## config.mk

```make
export PLATFORM = sky130hd
export DESIGN_NAME = seg4_display_drv
export DESIGN_NICKNAME = d
export VERILOG_FILES = /design/src/rtl/seg4_display_drv.sv
export SDC_FILE = /design/constraint.sdc
export NUM_CORES = 1
export LEC_CHECK = 0
export BUFFER_PORTS_ARGS = -buffer_cell sky130_fd_sc_hd__clkbuf_2
export CAP_MARGIN = 10
export CORE_MARGIN = 2
export CORE_UTILIZATION = 64
export DETAILED_ROUTE_END_ITERATION = 12
export HOLD_SLACK_MARGIN = 0.06
export PLACE_DENSITY = 0.85
export SETUP_SLACK_MARGIN = 0.15
export SYNTH_ARGS = -nofsm -noshare
export SYNTH_HDL_FRONTEND = slang
export SYNTH_SLANG_ARGS = --single-unit
```

## constraint.sdc

```tcl
create_clock -name clk -period 4.9 [get_ports clk]
set_input_delay 1.225 -clock clk [delete_from_list [all_inputs] [get_ports clk]]
set_output_delay 1.225 -clock clk [all_outputs]
set_load 0.01 [all_outputs]
```

## src/rtl/seg4_display_drv.sv

```systemverilog
// Four-digit multiplexed 7-segment driver for two 0..99 binary pairs.
// Converts each pair to BCD serially, then scans the digits continuously.
module seg4_display_drv #(
    parameter int SCAN_DIV = 50
) (
    input  logic       clk,
    input  logic       rst,
    input  logic [6:0] val_lo,
    input  logic [6:0] val_hi,
    output logic [6:0] seg,
    output logic [3:0] an,
    output logic       dp,
    output logic       busy,
    output logic       ovf
);

    typedef enum logic [1:0] {
        IDLE = 2'd0,
        CONV = 2'd1,
        UPD  = 2'd2
    } state_t;

    localparam logic [15:0] SCAN_LAST = 16'(SCAN_DIV - 1);

    state_t      state_q, state_d;
    logic [13:0] cap_q, cap_d;
    logic        ovf_q, ovf_d;
    logic [2:0]  step_q, step_d;
    logic [14:0] sh_lo_q, sh_lo_d;
    logic [14:0] sh_hi_q, sh_hi_d;
    logic [3:0]  d0_q, d0_d;
    logic [3:0]  d1_q, d1_d;
    logic [3:0]  d2_q, d2_d;
    logic [3:0]  d3_q, d3_d;
    logic [15:0] cnt_q, cnt_d;
    logic [1:0]  idx_q, idx_d;
    logic [3:0]  an_q, an_d;
    logic [6:0]  seg_q, seg_d;
    logic        dp_q, dp_d;
    logic [3:0]  cur_dig;

    // One double-dabble step on {tens, ones, binary}: adjust, then shift.
    function automatic logic [14:0] dd_step(input logic [14:0] v);
        logic [14:0] t;
        t = v;
        if (t[10:7] >= 4'd5) t[10:7] = t[10:7] + 4'd3;
        if (t[14:11] >= 4'd5) t[14:11] = t[14:11] + 4'd3;
        return {t[13:0], 1'b0};
    endfunction

    // Out-of-range pair values display as 99.
    function automatic logic [6:0] clamp99(input logic [6:0] v);
        return (v > 7'd99) ? 7'd99 : v;
    endfunction

    // Active-low gfedcba encoding; non-decimal codes blank the digit.
    function automatic logic [6:0] enc(input logic [3:0] d);
        logic [6:0] s;
        unique case (d)
            4'd0:    s = 7'b1000000;
            4'd1:    s = 7'b1111001;
            4'd2:    s = 7'b0100100;
            4'd3:    s = 7'b0110000;
            4'd4:    s = 7'b0011001;
            4'd5:    s = 7'b0010010;
            4'd6:    s = 7'b0000010;
            4'd7:    s = 7'b1111000;
            4'd8:    s = 7'b0000000;
            4'd9:    s = 7'b0010000;
            default: s = 7'b1111111;
        endcase
        return s;
    endfunction

    // Converter FSM: capture on change, 7 shift steps, then publish digits.
    always_comb begin
        state_d = state_q;
        cap_d   = cap_q;
        ovf_d   = ovf_q;
        step_d  = step_q;
        sh_lo_d = sh_lo_q;
        sh_hi_d = sh_hi_q;
        d0_d    = d0_q;
        d1_d    = d1_q;
        d2_d    = d2_q;
        d3_d    = d3_q;
        unique case (state_q)
            IDLE: begin
                if ({val_hi, val_lo} != cap_q) begin
                    cap_d   = {val_hi, val_lo};
                    ovf_d   = (val_hi > 7'd99) | (val_lo > 7'd99);
                    step_d  = 3'd0;
                    sh_lo_d = {8'd0, clamp99(val_lo)};
                    sh_hi_d = {8'd0, clamp99(val_hi)};
                    state_d = CONV;
                end
            end
            CONV: begin
                sh_lo_d = dd_step(sh_lo_q);
                sh_hi_d = dd_step(sh_hi_q);
                step_d  = step_q + 3'd1;
                if (step_q == 3'd6) state_d = UPD;
            end
            UPD: begin
                d0_d    = sh_lo_q[10:7];
                d1_d    = sh_lo_q[14:11];
                d2_d    = sh_hi_q[10:7];
                d3_d    = sh_hi_q[14:11];
                state_d = IDLE;
            end
            default: state_d = IDLE;
        endcase
    end

    // Free-running scan: divider, digit index and registered pin drives.
    always_comb begin
        cnt_d = cnt_q + 16'd1;
        idx_d = idx_q;
        if (cnt_q >= SCAN_LAST) begin
            cnt_d = 16'd0;
            idx_d = idx_q + 2'd1;
        end
        unique case (idx_q)
            2'd0: begin cur_dig = d0_q; an_d = 4'b1110; end
            2'd1: begin cur_dig = d1_q; an_d = 4'b1101; end
            2'd2: begin cur_dig = d2_q; an_d = 4'b1011; end
            default: begin cur_dig = d3_q; an_d = 4'b0111; end
        endcase
        seg_d = enc(cur_dig);
        dp_d  = (idx_q != 2'd2);
    end

    // State register; reset wins over capture, conversion and scan.
    always_ff @(posedge clk) begin
        if (rst) begin
            state_q <= IDLE;
            cap_q   <= 14'd0;
            ovf_q   <= 1'b0;
            step_q  <= 3'd0;
            sh_lo_q <= 15'd0;
            sh_hi_q <= 15'd0;
            d0_q    <= 4'd0;
            d1_q    <= 4'd0;
            d2_q    <= 4'd0;
            d3_q    <= 4'd0;
            cnt_q   <= 16'd0;
            idx_q   <= 2'd0;
            an_q    <= 4'b1110;
            seg_q   <= 7'b1000000;
            dp_q    <= 1'b1;
        end else begin
            state_q <= state_d;
            cap_q   <= cap_d;
            ovf_q   <= ovf_d;
            step_q  <= step_d;
            sh_lo_q <= sh_lo_d;
            sh_hi_q <= sh_hi_d;
            d0_q    <= d0_d;
            d1_q    <= d1_d;
            d2_q    <= d2_d;
            d3_q    <= d3_d;
            cnt_q   <= cnt_d;
            idx_q   <= idx_d;
            an_q    <= an_d;
            seg_q   <= seg_d;
            dp_q    <= dp_d;
        end
    end

    assign seg  = seg_q;
    assign an   = an_q;
    assign dp   = dp_q;
    assign ovf  = ovf_q;
    assign busy = (state_q != IDLE);

endmodule

```

======== After elaboration in Yosys (flattened, before gate mapping) ========
Memory sizes are Yosys's and may differ from the RTL's. A register that Yosys moved wholly into a read port is not among the register bits.
Index checks and enable logic that the tools add are counted.
storage, ports and cells
  register bits after elaboration ......... 89
  bits in read-only memories .............. 112
  output and inout port bits .............. 14
  memories ................................ 1
memories
  memory            depth  bits a word  rd ports  clocked after Yosys merged registers in  wr ports  line  RTL
  (name not given)  16     7            1         1                                        0         59    unique case (d)
operators by class
  add/subtract/negate cells ............... 7
  order comparisons ....................... 7
  equality and inequality tests ........... 9
  muxes and demuxes ....................... 17
  bitwise logic cells ..................... 1
  reductions and logical operators ........ 8
operators by type and width
  operator                                               count
  one-hot mux 15 bit (2 select lines)                    2
  two-way mux 15 bit                                     2
  one-hot mux 4 bit (3 select lines)                     2
  adder 16 x 1 -> 16 bit (second input constant)         1
  >= comparator 16 x 6 -> 1 bit (second input constant)  1
  >= comparator 4 x 3 -> 1 bit (second input constant)   4
  > comparator 7 bit (second input constant)             2
  two-way mux 7 bit                                      2
  inequality test 14 bit                                 1
  two-way mux 3 bit                                      3
  adder 4 x 2 -> 4 bit (second input constant)           2
  two-way mux 4 bit                                      2
  adder 3 x 2 -> 3 bit (second input constant)           2
  inequality test 2 bit (second input constant)          3
  one-hot mux 3 bit (2 select lines)                     1
  AND reduction 2 bit                                    3
  equality test 2 x 1 -> 1 bit (second input constant)   2
  equality test 2 bit (second input constant)            2
  zero test 2 bit                                        2
  two-way mux 2 bit                                      2
  one-hot mux 2 bit (2 select lines)                     1
  nonzero test 2 bit                                     2
  adder 3 x 1 -> 3 bit (second input constant)           1
  equality test 3 bit (second input constant)            1
  other kinds (3)                                        3

======== Longest topological paths before layout ========
  word-level depth ........................ 4
  mapped depth ............................ 8
  mapped depth without buffers ............ 8

======== Least setup slack after synthesis ========
OpenSTA, ideal clock, no wires.
  kind .................................... input port to flip-flop
  start ................................... input val_lo[2]
  end ..................................... register sh_hi_q[10]
  library setup time ...................... 0.086 ns
  data arrival time ....................... 2.408 ns
  required time ........................... 4.814 ns
  setup slack ............................. 2.407 ns
  stages on the path ...................... 6
  buffers on the path ..................... 1
  cell sequence ........................... xor2_1 > nor4_4 > and4_1 > buf_4 > nand2_1 > a211oi_1
between the ends
  longest elaborated chain between the ends .. 3
ends and longest elaborated chain
  what                                    line  RTL
  start, declared                         8     input logic [6:0] val_lo,
  inequality test 14 bit                  89    if ({val_hi, val_lo} != cap_q) begin
  inequality test 2 bit (no source line)  --
  AND reduction 2 bit (no source line)    --
  end signal, assigned                    157   sh_hi_q <= sh_hi_d;
  end, declared                           30    logic [14:0] sh_hi_q, sh_hi_d;
Every way passes these cells.
A chain may end at the register's enable or synchronous reset.

======== Worst setup path after layout ========
  start ................................... register state_q[1]
  end ..................................... output busy
between the ends
  longest elaborated chain between the ends .. 1
ends and longest elaborated chain
  what                    line  RTL
  start, declared         25    state_t state_q, state_d;
  start signal, assigned  152   state_q <= state_d;
  nonzero test 2 bit      174   assign busy = (state_q != IDLE);
  end, declared           13    output logic busy,
Every way passes these cells.

==> report_table.html <==
<table>
<tr><th>Metric</th><th>Value</th></tr>
<tr><th colspan="2">Clock network</th></tr>
<tr><td>TritonCTS sink count</td><td>95</td></tr>
<tr><td>CTS clock-pin slew for the worst setup and hold paths</td><td>~0.090 ns</td></tr>
<tr><td>Max Root-Sink Buffers</td><td>2</td></tr>
<tr><td>Insertion delay of the later-clocked pin in the worst-skew pair</td><td>about 0.36 ns</td></tr>
<tr><td>CTS H-tree depth</td><td>3</td></tr>
<tr><td>CTS hold repair buffers</td><td>0</td></tr>
<tr><td>Clock tree from TritonCTS</td><td>built</td></tr>
<tr><td>Cts bufs inserted</td><td>9</td></tr>
<tr><td>CTS resizes</td><td>0</td></tr>
<tr><td>Post-CTS setup buffers</td><td>0</td></tr>
<tr><td>Clock tree root driver cell</td><td>sky130_fd_sc_hd__clkbuf_8</td></tr>
<tr><th colspan="2">Synth</th></tr>
<tr><td>Cell with the most instances after synthesis</td><td>sky130_fd_sc_hd__dfxtp_1</td></tr>
<tr><td>Number of enable-type register cells in the synthesized netlist</td><td>0</td></tr>
<tr><td>Yosys Warn Count</td><td>0</td></tr>
<tr><td>Synthesis-stage register bit count</td><td>between 90 and 100</td></tr>
<tr><td>Share of flip-flops with an asynchronous set or reset after synthesis</td><td>0</td></tr>
<tr><td>Sequential-to-total area share from yosys stat</td><td>0.460</td></tr>
<tr><td>Synthesized netlist cell count</td><td>roughly 460</td></tr>
<tr><td>Leading cell types by count after synthesis</td><td>sky130_fd_sc_hd__dfxtp_1, sky130_fd_sc_hd__nand2_1, sky130_fd_sc_hd__nor2_1</td></tr>
<tr><td>Proportion of netlist area held by the largest area contributor</td><td>0.460</td></tr>
<tr><td>Syn_area_per_cell</td><td>9.09 µm²</td></tr>
<tr><td>Library cell with the largest summed area after synthesis</td><td>sky130_fd_sc_hd__dfxtp_1</td></tr>
<tr><td>Largest cells by area after synthesis</td><td>sky130_fd_sc_hd__dfxtp_1, sky130_fd_sc_hd__ha_1, sky130_fd_sc_hd__nand2_1, sky130_fd_sc_hd__a21oi_1, sky130_fd_sc_hd__xor2_1</td></tr>
<tr><td>Mapped Area</td><td>roughly 4100 µm²</td></tr>
<tr><td>Most used flip-flop cell after synthesis</td><td>sky130_fd_sc_hd__dfxtp_1</td></tr>
<tr><td>Number of distinct library cells after synthesis</td><td>49</td></tr>
<tr><th colspan="2">Timing</th></tr>
<tr><td>Pin slew with the least headroom to its limit</td><td>1.20 ns</td></tr>
<tr><td>Setup repair after global routing missed its margin</td><td>no</td></tr>
<tr><td>Post-Route Skew</td><td>about 0.0066 ns</td></tr>
<tr><td>Worst slack on hold paths</td><td>around 0.46 ns</td></tr>
<tr><td>Final critical path time including I/O delays and setup</td><td>roughly 3.3 ns</td></tr>
<tr><td>Normalized max-slew margin</td><td>0.202</td></tr>
<tr><td>Max frequency</td><td>between 300 and 400 MHz</td></tr>
<tr><td>Final setup violation count</td><td>0</td></tr>
<tr><td>Final hold vios</td><td>0</td></tr>
<tr><td>Fraction of the cycle the final worst path needs</td><td>0.673</td></tr>
<tr><td>Max Transition Viols Final</td><td>0</td></tr>
<tr><td>Accumulated negative setup slack</td><td>0 ns</td></tr>
<tr><th colspan="2">Placed design</th></tr>
<tr><td>Number of input and output port buffers inserted</td><td>29</td></tr>
<tr><td>Global placer's final weighted congestion</td><td>about 0.86</td></tr>
<tr><td>Post-detail-place hpwl</td><td>6.04 mm</td></tr>
<tr><td>Number of cells after detailed placement</td><td>approximately 550</td></tr>
<tr><th colspan="2">Critical path</th></tr>
<tr><td>CP arrival</td><td>2.07 ns</td></tr>
<tr><td>Startpoint of the lowest-slack register-to-register path</td><td>state_q[0]$_SDFFE_PP0P_</td></tr>
<tr><td>Critical path startpoint category</td><td>register</td></tr>
<tr><td>Type of the worst setup path</td><td>register to primary output</td></tr>
<tr><td>Type of element capturing the critical path</td><td>primary output</td></tr>
<tr><td>Count of cells along the worst register-to-register path</td><td>5</td></tr>
<tr><td>Reg2Reg Capture Point</td><td>cap_q[4]$_SDFFE_PP0P_</td></tr>
<tr><td>Worst-case register-to-register setup slack</td><td>2.11 ns</td></tr>
<tr><td>Critical path required time</td><td>around 3.7 ns</td></tr>
<tr><td>Startpoint of the worst setup timing path</td><td>state_q[1]$_SDFFE_PP0P_</td></tr>
<tr><td>CP max FO</td><td>11</td></tr>
<tr><th colspan="2">Drt</th></tr>
<tr><td>DRT Wirelength</td><td>just under 9 mm</td></tr>
<tr><td>Per-cell via count in the routed design</td><td>slightly below 6</td></tr>
<tr><td>Routed wirelength normalized by instance count</td><td>15.6 µm</td></tr>
<tr><td>Router iterations before antenna repair</td><td>6</td></tr>
<tr><td>Number of antenna-violating nets in the routed design</td><td>0</td></tr>
<tr><td>DRC viols</td><td>0</td></tr>
<tr><td>Number of design-rule violations left by the first detailed-router iteration</td><td>172</td></tr>
<tr><td>Vias</td><td>3345</td></tr>
<tr><th colspan="2">GRT</th></tr>
<tr><td>Via count of the first global-routing pass</td><td>about 3.2k</td></tr>
<tr><td>Wire length of the first global-routing pass</td><td>around 15 mm</td></tr>
<tr><td>Largest net degree at the start of global routing</td><td>45</td></tr>
<tr><td>Overflow left after global routing</td><td>0</td></tr>
<tr><td>Total global routing track utilization</td><td>0.263</td></tr>
<tr><td>Initial antenna violation count</td><td>0</td></tr>
<tr><th colspan="2">Floorplanning</th></tr>
<tr><td>Row count</td><td>29</td></tr>
<tr><td>Die Area</td><td>around 7000 µm²</td></tr>
<tr><td>Horiz. Die Dim</td><td>around 84 µm</td></tr>
<tr><td>Effective utilization at floorplan</td><td>0.655</td></tr>
<tr><td>Number of I/O pins</td><td>30</td></tr>
<tr><td>Vertical die dimension</td><td>about 84 µm</td></tr>
<tr><td>Area inside the core boundary</td><td>6310 µm²</td></tr>
<tr><th colspan="2">Layout</th></tr>
<tr><td>Non-filler instance count after layout</td><td>~570</td></tr>
<tr><td>Utilization after layout</td><td>0.727</td></tr>
<tr><td>Layout overhead on the synthesized area</td><td>10.9%</td></tr>
<tr><td>Proportion of layout cells with a drive suffix above 1</td><td>0.116</td></tr>
<tr><td>Count of antenna diodes in the layout</td><td>0</td></tr>
<tr><td>Layout net count</td><td>522</td></tr>
<tr><th colspan="2">Power</th></tr>
<tr><td>P per Cell Area</td><td>338 nW/µm²</td></tr>
<tr><td>Total power</td><td>around 1.6 mW</td></tr>
<tr><td>Worst vdd rail ir drop</td><td>0.243 mV</td></tr>
<tr><td>Leak</td><td>between 1.5 and 2 nW</td></tr>
<tr><th colspan="2">Outcome</th></tr>
<tr><td>Outcome</td><td>finished, final reports clean</td></tr>
<tr><th colspan="2">Hold path</th></tr>
<tr><td>Hold EP</td><td>d3_q[3]$_SDFFE_PP0N_</td></tr>
<tr><td>Number of cells on the worst hold path</td><td>2</td></tr>
<tr><td>Path category of the worst min-delay check</td><td>register to register</td></tr>
<tr><td>Critical hold path startpoint</td><td>d3_q[3]$_SDFFE_PP0N_</td></tr>
<tr><th colspan="2">Job</th></tr>
<tr><td>Max cap viols</td><td>0</td></tr>
</table>
==> metrics by stage <==
stage | setup WS [ns] | instance area [µm²]
2_1_floorplan | 2.41 | 4170
3_3_place_gp | 1.73 | 4350
3_5_place_dp | 1.64 | 4350
4_1_cts | 1.62 | 4590
5_1_grt | 1.46 | 4590
6_report | 1.60 | 4590
==> worst max-delay path: stages, from the launching register on <==
cell and delay (ns):
sky130_fd_sc_hd__dfxtp_1 0.63, sky130_fd_sc_hd__clkinv_1 0.40, sky130_fd_sc_hd__nand2_1 0.47, sky130_fd_sc_hd__clkbuf_2 0.22
==> registers in the layout, indices dropped and copies added (netlist names), 7 cells and up <==
register  count
sh_lo_q      15
cnt_q        16
seg           7
cap_q        14
sh_hi_q      15
==> kinds of logic after synthesis <==
group,share of synthesized area
and+or+nand+nor,0.158
other,0.000906
AOI/OAI and AO/OA,0.169
adders and majority gates,0.0605
muxes,0.0417
buffers and inverters,0.0526
xor gates and xnor gates,0.0572
DFF,0.460
==> metal layers <==
metal	share of wire	track usage	up-vias
met4	0.022	0.123	0
met2	0.49	0.460	125
met3	0.057	0.0324	14
li1	-	-	1634
met1	0.43	0.325	1572
met5	0	0	-
==> cell usage in the layout (no fill, tap or decap), drive strengths merged, types with 4 or more instances in the layout <==
| cell | n |
|---|---|
| a31oi | 6 |
| nor4 | 7 |
| mux2i | 15 |
| o21ai | 9 |
| a21oi | 36 |
| nand2 | 58 |
| dfxtp | 95 |
| a211oi | 4 |
| a22oi | 4 |
| a221o | 6 |
| a222oi | 4 |
| o22ai | 11 |
| and3 | 4 |
| clkbuf | 39 |
| ha | 20 |
| xor2 | 19 |
| nor2 | 43 |
| inv | 34 |
| nand2b | 8 |
| xnor2 | 8 |
| conb | 10 |
| nand3 | 11 |
==> power breakdown <==
group | switching [mW] | internal (mW) | leakage [nW]
registers | 0.0184 | 0.798 | 0.777
clock network | 0.265 | 0.351 | 0.119
logic | 0.0760 | 0.0435 | 0.918
total | 0.360 | 1.19 | 1.81
==> worst max path at each step <==
stage,end,depth (start not counted)
after detailed placement,cap_q[4]$_SDFFE_PP0P_,6
after global placement,sh_lo_q[0]$_SDFFE_PP0P_,6
after global routing,busy,3
after floorplan,sh_hi_q[10]$_SDFFE_PP0P_,6
after CTS,busy,3
final,busy,3
==> area by class of cell <==
cell class / instances / area (µm²)
Sequential cell: 95 / 1900
Inverter: 36 / 135
Timing Repair Buffer: 30 / 153
Tap cell: 77 / 96.3
Multi-Input combinational cell: 314 / 2060
Clock buffer: 10 / 138
Clock inverter: 5 / 106
Fill cell: 468 / 1720
Power figures use the tool's default switching activity.
